===== src/rtl/fpu_q_pkg.sv =====
// fpu_q_pkg: shared op/state types, Q16.48 constants and sign helpers
// for the fixed-point ALU and its divider.
package fpu_q_pkg;
    localparam int          Q_FRAC_BITS = 48;
    localparam logic [63:0] Q_ONE       = 64'h0001_0000_0000_0000;
    localparam logic [63:0] Q_MAX       = 64'h7FFF_FFFF_FFFF_FFFF;
    localparam logic [63:0] Q_MIN       = 64'h8000_0000_0000_0000;

    typedef enum logic [1:0] {OP_ADD, OP_SUB, OP_MUL, OP_DIV} op_e;
    typedef enum logic [1:0] {IDLE, MUL, DIV, DONE} state_e;

    // Q_MIN maps to the unsigned magnitude 2^63 without wrapping.
    function automatic logic [63:0] q_abs(input logic [63:0] x);
        return x[63] ? -x : x;
    endfunction

    function automatic logic [63:0] q_signed(input logic [63:0] mag, input logic neg);
        return neg ? -mag : mag;
    endfunction

    function automatic logic [63:0] q_sat(input logic neg);
        return neg ? Q_MIN : Q_MAX;
    endfunction
endpackage


===== src/rtl/fpu_q_alu_if.sv =====
// fpu_q_alu_if: operand/result handshake bundle between the FPU input mux
// (master) and the Q16.48 ALU (slave).
interface fpu_q_alu_if;
    import fpu_q_pkg::*;
    logic        in_valid;
    logic        in_ready;
    op_e         op;
    logic [63:0] a_data;
    logic [63:0] b_data;
    logic        flush;
    logic        out_valid;
    logic        out_ready;
    logic [63:0] out_data;
    logic        out_ovf;
    logic        out_dz;

    modport master (
        output in_valid, op, a_data, b_data, flush, out_ready,
        input  in_ready, out_valid, out_data, out_ovf, out_dz
    );
    modport slave (
        input  in_valid, op, a_data, b_data, flush, out_ready,
        output in_ready, out_valid, out_data, out_ovf, out_dz
    );
endinterface


===== src/rtl/q_mag_divider.sv =====
// q_mag_divider: unsigned restoring divider, one quotient bit per cycle,
// 112 cycles per 112-bit dividend over a 64-bit divisor.
module q_mag_divider (
    input  logic         clk,
    input  logic         reset_n,
    input  logic         start,
    input  logic         abort,
    input  logic [111:0] dividend,
    input  logic [63:0]  divisor,
    output logic         busy,
    output logic         done,
    output logic [111:0] quotient
);
    logic [111:0] dq_q, dq_d;
    logic [63:0]  rem_q, rem_d, dvs_q, dvs_d;
    logic [6:0]   cnt_q, cnt_d;
    logic         busy_q, busy_d;
    logic [64:0]  trial;

    // dq_q shifts dividend bits out the top while quotient bits enter the bottom.
    assign trial    = {rem_q, dq_q[111]} - {1'b0, dvs_q};
    assign busy     = busy_q;
    assign done     = busy_q && cnt_q == 7'd111;
    assign quotient = {dq_q[110:0], ~trial[64]};

    always_comb begin
        dq_d   = dq_q;
        rem_d  = rem_q;
        dvs_d  = dvs_q;
        cnt_d  = cnt_q;
        busy_d = busy_q;
        if (abort) begin
            busy_d = 1'b0;
        end else if (start) begin
            dq_d   = dividend;
            rem_d  = '0;
            dvs_d  = divisor;
            cnt_d  = '0;
            busy_d = 1'b1;
        end else if (busy_q) begin
            rem_d  = trial[64] ? {rem_q[62:0], dq_q[111]} : trial[63:0];
            dq_d   = quotient;
            cnt_d  = cnt_q + 7'd1;
            busy_d = !done;
        end
    end

    always_ff @(posedge clk or negedge reset_n) begin
        if (!reset_n) begin
            dq_q   <= '0;
            rem_q  <= '0;
            dvs_q  <= '0;
            cnt_q  <= '0;
            busy_q <= 1'b0;
        end else begin
            dq_q   <= dq_d;
            rem_q  <= rem_d;
            dvs_q  <= dvs_d;
            cnt_q  <= cnt_d;
            busy_q <= busy_d;
        end
    end
endmodule


===== src/rtl/fpu_q_alu.sv =====
// fpu_q_alu: signed Q16.48 add/sub/mul/div with saturation, one operation
// in flight, valid/ready handshake on both sides and synchronous flush.
module fpu_q_alu
    import fpu_q_pkg::*;
(
    input  logic       clk,
    input  logic       reset_n,
    fpu_q_alu_if.slave bus
);
    state_e        state_q, state_d;
    logic [63:0]   ma_q, ma_d, mb_q, mb_d, out_data_q, out_data_d;
    logic [127:0]  acc_q, acc_d, acc_nx;
    logic [1:0]    cnt_q, cnt_d;
    logic          neg_q, neg_d, ovf_q, ovf_d, dz_q, dz_d;
    logic          accept, add_ovf, mul_ovf, div_ovf, div_start, div_busy, div_done;
    logic [63:0]   abs_a, abs_b;
    logic [64:0]   sum;
    logic [79:0]   partial;
    logic [111:0]  quotient;

    assign bus.in_ready  = state_q == IDLE;
    assign bus.out_valid = state_q == DONE;
    assign bus.out_data  = out_data_q;
    assign bus.out_ovf   = ovf_q;
    assign bus.out_dz    = dz_q;

    assign accept    = bus.in_valid && bus.in_ready && !bus.flush;
    assign abs_a     = q_abs(bus.a_data);
    assign abs_b     = q_abs(bus.b_data);
    assign div_start = accept && bus.op == OP_DIV && bus.b_data != '0;
    assign sum       = bus.op == OP_SUB ? {bus.a_data[63], bus.a_data} - {bus.b_data[63], bus.b_data}
                                        : {bus.a_data[63], bus.a_data} + {bus.b_data[63], bus.b_data};
    assign add_ovf   = sum[64] ^ sum[63];

    // One 16-bit slice of |b| per MUL cycle, shifted into place in the 128-bit product.
    assign partial = ma_q * mb_q[{cnt_q, 4'b0000} +: 16];
    assign acc_nx  = acc_q + ({48'b0, partial} << {cnt_q, 4'b0000});
    assign mul_ovf = |acc_nx[127:111];
    assign div_ovf = |quotient[111:64] || (neg_q ? quotient[63] && |quotient[62:0] : quotient[63]);

    q_mag_divider u_div (
        .clk      (clk),
        .reset_n  (reset_n),
        .start    (div_start),
        .abort    (bus.flush),
        .dividend ({abs_a, {Q_FRAC_BITS{1'b0}}}),
        .divisor  (abs_b),
        .busy     (div_busy),
        .done     (div_done),
        .quotient (quotient)
    );

    always_comb begin
        state_d    = state_q;
        ma_d       = ma_q;
        mb_d       = mb_q;
        acc_d      = acc_q;
        cnt_d      = cnt_q;
        neg_d      = neg_q;
        out_data_d = out_data_q;
        ovf_d      = ovf_q;
        dz_d       = dz_q;
        if (bus.flush) begin
            state_d = IDLE;
        end else begin
            case (state_q)
                IDLE: if (accept) begin
                    neg_d = bus.a_data[63] ^ bus.b_data[63];
                    ma_d  = abs_a;
                    mb_d  = abs_b;
                    acc_d = '0;
                    cnt_d = '0;
                    case (bus.op)
                        OP_ADD, OP_SUB: begin
                            out_data_d = add_ovf ? q_sat(sum[64]) : sum[63:0];
                            ovf_d      = add_ovf;
                            dz_d       = 1'b0;
                            state_d    = DONE;
                        end
                        OP_MUL: state_d = MUL;
                        OP_DIV: if (bus.b_data == '0) begin
                            out_data_d = q_sat(bus.a_data[63]);
                            ovf_d      = 1'b0;
                            dz_d       = 1'b1;
                            state_d    = DONE;
                        end else begin
                            state_d = DIV;
                        end
                    endcase
                end
                MUL: begin
                    acc_d = acc_nx;
                    cnt_d = cnt_q + 2'd1;
                    if (cnt_q == 2'd3) begin
                        out_data_d = mul_ovf ? q_sat(neg_q) : q_signed(acc_nx[111:Q_FRAC_BITS], neg_q);
                        ovf_d      = mul_ovf;
                        dz_d       = 1'b0;
                        state_d    = DONE;
                    end
                end
                DIV: if (div_done) begin
                    out_data_d = div_ovf ? q_sat(neg_q) : q_signed(quotient[63:0], neg_q);
                    ovf_d      = div_ovf;
                    dz_d       = 1'b0;
                    state_d    = DONE;
                end else if (!div_busy) begin
                    state_d = IDLE;
                end
                DONE: if (bus.out_ready) state_d = IDLE;
            endcase
        end
    end

    always_ff @(posedge clk or negedge reset_n) begin
        if (!reset_n) begin
            state_q    <= IDLE;
            ma_q       <= '0;
            mb_q       <= '0;
            acc_q      <= '0;
            cnt_q      <= '0;
            neg_q      <= 1'b0;
            out_data_q <= '0;
            ovf_q      <= 1'b0;
            dz_q       <= 1'b0;
        end else begin
            state_q    <= state_d;
            ma_q       <= ma_d;
            mb_q       <= mb_d;
            acc_q      <= acc_d;
            cnt_q      <= cnt_d;
            neg_q      <= neg_d;
            out_data_q <= out_data_d;
            ovf_q      <= ovf_d;
            dz_q       <= dz_d;
        end
    end
endmodule


===== src/flat_wrapper.sv =====
// flat-port wrapper written by rule: the top's interface ports become plain ports
module fpu_q_alu_flat import fpu_q_pkg::*;
  (clk, reset_n, bus_in_valid, bus_op, bus_a_data, bus_b_data, bus_flush, bus_out_ready, bus_in_ready, bus_out_valid, bus_out_data, bus_out_ovf, bus_out_dz);
  fpu_q_alu_if bus_i ();
  input  logic clk;
  input  logic reset_n;
  input wire logic [$bits(bus_i.in_valid)-1:0] bus_in_valid;
  input wire logic [$bits(bus_i.op)-1:0] bus_op;
  input wire logic [$bits(bus_i.a_data)-1:0] bus_a_data;
  input wire logic [$bits(bus_i.b_data)-1:0] bus_b_data;
  input wire logic [$bits(bus_i.flush)-1:0] bus_flush;
  input wire logic [$bits(bus_i.out_ready)-1:0] bus_out_ready;
  output wire logic [$bits(bus_i.in_ready)-1:0] bus_in_ready;
  output wire logic [$bits(bus_i.out_valid)-1:0] bus_out_valid;
  output wire logic [$bits(bus_i.out_data)-1:0] bus_out_data;
  output wire logic [$bits(bus_i.out_ovf)-1:0] bus_out_ovf;
  output wire logic [$bits(bus_i.out_dz)-1:0] bus_out_dz;
  assign bus_i.in_valid = bus_in_valid;
  assign bus_i.op = bus_op;
  assign bus_i.a_data = bus_a_data;
  assign bus_i.b_data = bus_b_data;
  assign bus_i.flush = bus_flush;
  assign bus_i.out_ready = bus_out_ready;
  assign bus_in_ready = bus_i.in_ready;
  assign bus_out_valid = bus_i.out_valid;
  assign bus_out_data = bus_i.out_data;
  assign bus_out_ovf = bus_i.out_ovf;
  assign bus_out_dz = bus_i.out_dz;
  fpu_q_alu u_core (.clk(clk), .reset_n(reset_n), .bus(bus_i));
endmodule

===== config.mk =====
export PLATFORM = sky130hd
export DESIGN_NAME = fpu_q_alu_flat
export DESIGN_NICKNAME = d
export VERILOG_FILES = /design/src/rtl/fpu_q_pkg.sv /design/src/rtl/fpu_q_alu_if.sv /design/src/rtl/q_mag_divider.sv /design/src/rtl/fpu_q_alu.sv /design/src/flat_wrapper.sv
export SDC_FILE = /design/constraint.sdc
export NUM_CORES = 2
export LEC_CHECK = 0
export CAP_MARGIN = 20
export CORE_MARGIN = 3
export CORE_UTILIZATION = 59
export DETAILED_ROUTE_END_ITERATION = 7
export DONT_BUFFER_PORTS = 1
export PLACE_DENSITY_LB_ADDON = 0.12
export SYNTH_ARGS = -nofsm -noshare
export SYNTH_HDL_FRONTEND = slang
export SYNTH_SLANG_ARGS = --single-unit

===== constraint.sdc =====
create_clock -name clk -period 16.3 [get_ports clk]
set_input_delay 1.63 -clock clk [delete_from_list [all_inputs] [get_ports clk]]
set_output_delay 1.63 -clock clk [all_outputs]
set_load 0.01 [all_outputs]

Yosys cells after proc, flatten, opt, wreduce, memory -nomap -nowiden
Cells that the tools add are included.

Logic and storage cells: 127. Bits in registers: 575. Output and inout port bits: 68.

Equality and inequality tests: 17. Mux-type cells: 53. Reduce and logical (&&, ||, !) cells: 26. $mul: 1. Shift-type cells: 2. Add/sub/neg operators: 10. Bitwise operators: 4.

Operators with widths (number): $mux 64 (17); $neg 64->64 (4); $pmux 128 s2 (1); $mux 112 (2); $pmux 64 s3 (1); $add 128x128->128 (1); $mux 128 (1); $pmux 64 s2 (1); $shl 80x6->128 (1); $mul 64x16->80 (1); $add 64x64->65 (1); $mux 65 (1); $sub 64x64->65 (1); $sub 65x64->65 (1); $logic_not 64->1 (1); $reduce_bool 64->1 (1); $shiftx 64x7->16 (1); $reduce_or 63->1 (1); $reduce_or 48->1 (1); $reduce_or 17->1 (1); $mux 2 (7); $mux 7 (2); $mux 1 (13); $ne 3x3->1 const B (4); 27 further kinds (47).

Depth between registers and ports, before layout
Depth in word-level cells: 9. Gate-level depth with buffers: 51. Mapped depth without buffers: 45.

Modules after synthesis
A second synthesis with hierarchy kept.

Cell total of the unflattened synthesis: 10707. Area total of the unflattened synthesis: 85360.6 µm².

Modules (own cells, without submodules): fpu_q_alu (area each 69391.6 µm², cells an instance 8835, sequential area each 8182.8 µm², instances 1); q_mag_divider (area each 15969.1 µm², cells an instance 1872, sequential area each 6206.0 µm², instances 1).

Least setup slack after synthesis
Ideal clock, no wire load.

Kind: register -> register. From: reg u_core.cnt_q[0]. To: reg u_core.out_data_q[60], in the netlist u_core.bus.out_data[60]. Arrival time: 13.007 ns. Stages on the path, launching flop included: 46. Path slack: 3.172 ns. Buffers on the path: 5. Library setup time: 0.121 ns. Period minus slack after synthesis: 13.128 ns. Cells stage by stage: dfrtp_1 -> clkbuf_1 -> clkbuf_1 -> mux4_2 -> clkbuf_1 -> and2_1 -> fa_1 -> fa_1 -> fa_1 -> fa_1 -> fa_1 -> inv_1 -> fa_1 -> inv_1 -> ha_1 -> clkbuf_1 -> nand2_1 -> o21ai_0 -> [... 10 more ...] -> a21oi_1 -> mux2i_1 -> ha_1 -> clkbuf_1 -> nand4_1 -> nor3_1 -> nand4_1 -> a2111oi_0 -> nor3_1 -> a211oi_1 -> nor2_1 -> xnor2_1 -> or3_1 -> or4_1 -> or4_1 -> a2111oi_1 -> o32ai_1 -> o22a_1.

Word-level cells in the longest chain between the ends: 9. Elaborated cells between the ends (all ways): 13. Classes of those cells: add/sub: 2; mul: 1; eq/ne: 2; shift: 2; mux: 4; reduce/logical: 2.

RTL lines: start: declaration (line fpu_q_alu.sv:13) `logic [1:0] cnt_q, cnt_d;`; start signal: assignment (line fpu_q_alu.sv:130) `cnt_q <= cnt_d;`; $shiftx 64x7->16 (line fpu_q_alu.sv:36) `assign partial = ma_q * mb_q[{cnt_q, 4'b0000} +: 16];`; $mul 64x16->80 (line fpu_q_alu.sv:36); $shl 80x6->128 (line fpu_q_alu.sv:37) `assign acc_nx = acc_q + ({48'b0, partial} << {cnt_q, 4'b0000});`; $add 128x128->128 (line fpu_q_alu.sv:37); $neg 64->64 (line fpu_q_pkg.sv:18) `return neg ? -mag : mag;`; $mux 64 (line fpu_q_pkg.sv:18); $mux 64 (line fpu_q_alu.sv:95) `out_data_d = mul_ovf ? q_sat(neg_q) : q_signed(acc_nx[111:Q_FRAC_BITS], neg_q);`; $mux 64 (line fpu_q_alu.sv:94) `if (cnt_q == 2'd3) begin`; $pmux 64 s3 (line fpu_q_alu.sv:66) `case (state_q)`; end signal: assignment (line fpu_q_alu.sv:132) `out_data_q <= out_data_d;`; end: declaration (line fpu_q_alu.sv:11) `logic [63:0] ma_q, ma_d, mb_q, mb_d, out_data_q, out_data_d;`.

Parallel ways exist; a longest one is shown, timed or not. The select of a mux whose other input is x is not followed. A chain may end at the register's enable or synchronous reset.

Worst setup path in the final report
From: reg u_core.cnt_q[0]. To: reg u_core.out_data_q[5], in the netlist u_core.bus.out_data[5].

Same word-level chain as after synthesis.

==> results_dict.tcl <==
set metrics [dict create \
    status "complete, but fails checks" \
    violations "design-rule violations" \
    layoutNonFillerInstCount 12135 \
    dieWidth_um 381.2 \
    drc 1 \
    critPathLaunchType "register" \
    ys_warn_count 0 \
    ys_ff_latch 575 \
    multi_input_area_mm2 0.06215 \
    rsz0062_at_grt "false" \
    grt_max_degree 576 \
    drt_iter0_drc 11223 \
    ios 203 \
    place_ws_ns 1.165 \
    r2r_slack_ns 0.50 \
    dpl_cell_area_mm2 0.08446 \
    route.vias.total 82140 \
    antenna_left 0 \
    fillers 12017 \
    drv_cap 0 \
    ys_seq_area_share_pct 17.33 \
    synthCells 10567 \
    r2r_cells 44 \
    clk_pin_slew_worst_paths_ns 0.06 \
    cts.sinks 575 \
    synth-async-reset-ratio_pct 100.0 \
    worst_path_max_delay_cell "mux4_2" \
    stdcell_area_mm2 0.08724 \
    nets 11607 \
    slew_headroom_pct 14.52 \
    synth-edff-count 0 \
    dp_hpwl_um 272500 \
    cp.arrival_ns 16.44 \
    port_buffers 0 \
    syn_area_per_cell_um2 7.859 \
    via_per_inst 6.769 \
    drt-pass1-iter-count 8 \
    synth_top_family_by_area "adder cells" \
    finalCriticalPeriod_ns 15.80 \
    fin_crit_sh_pct 96.93 \
    hold_violations 0 \
    critPathKind "reg2reg" \
    routed_wl_um 347100 \
    clk_latency_ns 0.72 \
    cts_setup_buffers 0 \
    synth_compound_area_share_pct 19.73 \
    max_clock_freq_mhz 63.29 \
    wire_per_inst_um 28.60 \
    num_rows 137 \
    fin_ws_ns 0.5007 \
    skew_ns 0.05548 \
    slowest_delay_ns 1.07 \
    synthMuxAreaShare_pct 1.437 \
    place.gp.congestion 1.094 \
    die_area_mm2 0.1453 \
    yosys.area_share.xor_xnor_pct 5.094 \
    syn_nets 11989 \
    netlist_area_mm2 0.08305 \
    start_util_pct 59.45 \
    synthAdderAreaFrac_pct 27.26 \
    drive_gt1_share_pct 4.529 \
    ctsResizeCount 0 \
    cts_buffers 73 \
    end_kind "register" \
    slew_viol_final 0 \
    core_area_mm2 0.1397 \
    ys.flop_type "dfrtp_1" \
    grt_pass1_vias 79977 \
    worstMarginPinSlew_ns 1.265 \
    grt_pass1_wl_um 512600 \
    cts-root-buf "clkbuf_16" \
    setup_viol 0 \
    hold_depth 2 \
    track_usage_pct 46.85 \
    worst-path-max-fanout 49 \
    yosys.area_share.simple_pct 21.20 \
    synth_cell_type_count 103 \
    worstPathRequired_ns 16.94 \
    cts_tree "built" \
    antenna_found_initial 21 \
    hold_buffers 0 \
    synthToLayoutAreaGrowth_pct 5.053 \
    tns_ns 0 \
    die_y_um 381.2 \
    register_area_mm2 0.01440 \
    h-tree-depth 3 \
    worst_hold_path_type "reg2reg" \
    clockBufferDepth 3 \
    overflow 0 \
    place_inst 11978 \
]
==> registers in the layout (all words and copies together) (netlist names), 2 cells and up <==
name and flops:
u_core.u_div.rem_q 64, u_core.ma_q 64, u_core.bus.out_data 64, u_core.acc_q 128
u_core.u_div.dvs_q 64, u_core.mb_q 64, u_core.state_q 2, u_core.cnt_q 2
u_core.u_div.dq_q 112, u_core.u_div.cnt_q 7
==> final timing paths <==
| check | start | endpoint |
|---|---|---|
| min reg2reg | u_core.u_div.dvs_q[4] | u_core.u_div.dvs_q[4] |
| min in group asynchronous | reset_n | u_core.acc_q[29] |
| max | u_core.cnt_q[0] | u_core.bus.out_data[5] |
| max in group asynchronous | reset_n | u_core.state_q[0] |
| min | u_core.u_div.dvs_q[4] | u_core.u_div.dvs_q[4] |
| max reg2reg | u_core.cnt_q[0] | u_core.bus.out_data[5] |
==> metal layers <==
layer  routed length [um]  share of wire (%)  GRT usage (%)
met1               123700                 36          59.02
met2               143600                 41          67.56
met3                49650                 14          16.67
met4                29920                8.6          31.45
met5                  159              0.046         0.3307
==> placed cells by master, fill, tap and decap left out, types with 26 or more instances in the layout <==
cell type  netlist  routed
xnor2_1        197     196
nor2b_1         59      58
a22o_1          67      67
or3_1           84      84
nor3_1         185     185
nand2_1       1773    1773
nand4_1        149     149
o22ai_1         39      39
nand2b_1        57      55
buf_4            0     186
a21oi_1        726     726
nor2_1         605     602
or2_2           37      35
clkbuf_16        0      73
o21a_1          68      68
and3_1         127     127
o21bai_1        68      68
a21boi_0        26      26
o21ai_0        691     691
a31oi_1         93      92
dfrtp_1        575     572
a41oi_1         27      27
a21o_1         202     202
nor4_1          70      68
and2_1         383     383
mux2i_1         54      54
or4_1           30      30
fa_1           869     869
o211ai_1        68      68
inv_1         1097    1095
xor2_1         286     286
a211oi_1       106     106
o31ai_1         82      82
nand3_1        132     131
ha_1           418     418
==> metrics by stage <==
step	util (%)	hold slack (ns)
finish	62.45	0.4799
global route	62.43	0.5036
CTS	62.31	0.4835
detailed placement	60.46	0.4691
global placement	60.45	0.4576
floorplan	-	0.4446
==> synth_stat cells, types with 68 or more instances <==
cell / instances / area (um2)
a211oi_1: 106 / 795.8
a21o_1: 202 / 1516
a21oi_1: 726 / 3633
a31oi_1: 93 / 581.8
and2_1: 383 / 2396
and3_1: 127 / 794.5
clkbuf_1: 599 / 2248
dfrtp_1: 575 / 14390
fa_1: 869 / 17400
ha_1: 418 / 5230
inv_1: 1097 / 4118
nand2_1: 1773 / 6655
nand3_1: 132 / 660.6
nand4_1: 149 / 932.1
nor2_1: 605 / 2271
nor3_1: 185 / 925.9
nor4_1: 70 / 437.9
o211ai_1: 68 / 510.5
o21a_1: 68 / 510.5
o21ai_0: 691 / 3458
o21bai_1: 68 / 510.5
o31ai_1: 82 / 615.6
or3_1: 84 / 525.5
xnor2_1: 197 / 1725
xor2_1: 286 / 2505
==> layout make-up <==
cell class | count | area share, %
multi-input cells | 8239 | 71.24
flip-flops and latches | 575 | 16.50
inverters | 1100 | 4.733
well taps | 1876 | 2.690
clock buffers | 103 | 2.372
repair buffers | 196 | 1.833
clock inverters | 32 | 0.5923
diodes | 14 | 0.04016
==> critical path: cells and delay by family (launching register included) <==
| kind | cells | cell delay (ns) |
|---|---|---|
| AND/OR/NAND/NOR | 8 | 1.85 |
| AO/OA/AOI/OAI | 16 | 5.72 |
| flip-flops | 1 | 0.72 |
| adder cells (fa/ha/maj) | 8 | 3.97 |
| XOR/XNOR | 2 | 0.54 |
| buffers and inverters | 9 | 1.78 |
| multiplexers | 1 | 1.07 |
==> logic make-up after synthesis <==
logic type / Yosys count
fa+ha+maj: 1288
buf+inv: 1753
simple gates: 3780
mux: 94
xor+xnor: 483
flops: 575
compound gates: 2594
Power is not shown: default switching activity piles up to over one toggle a cycle in this logic, so the estimate is an artifact.
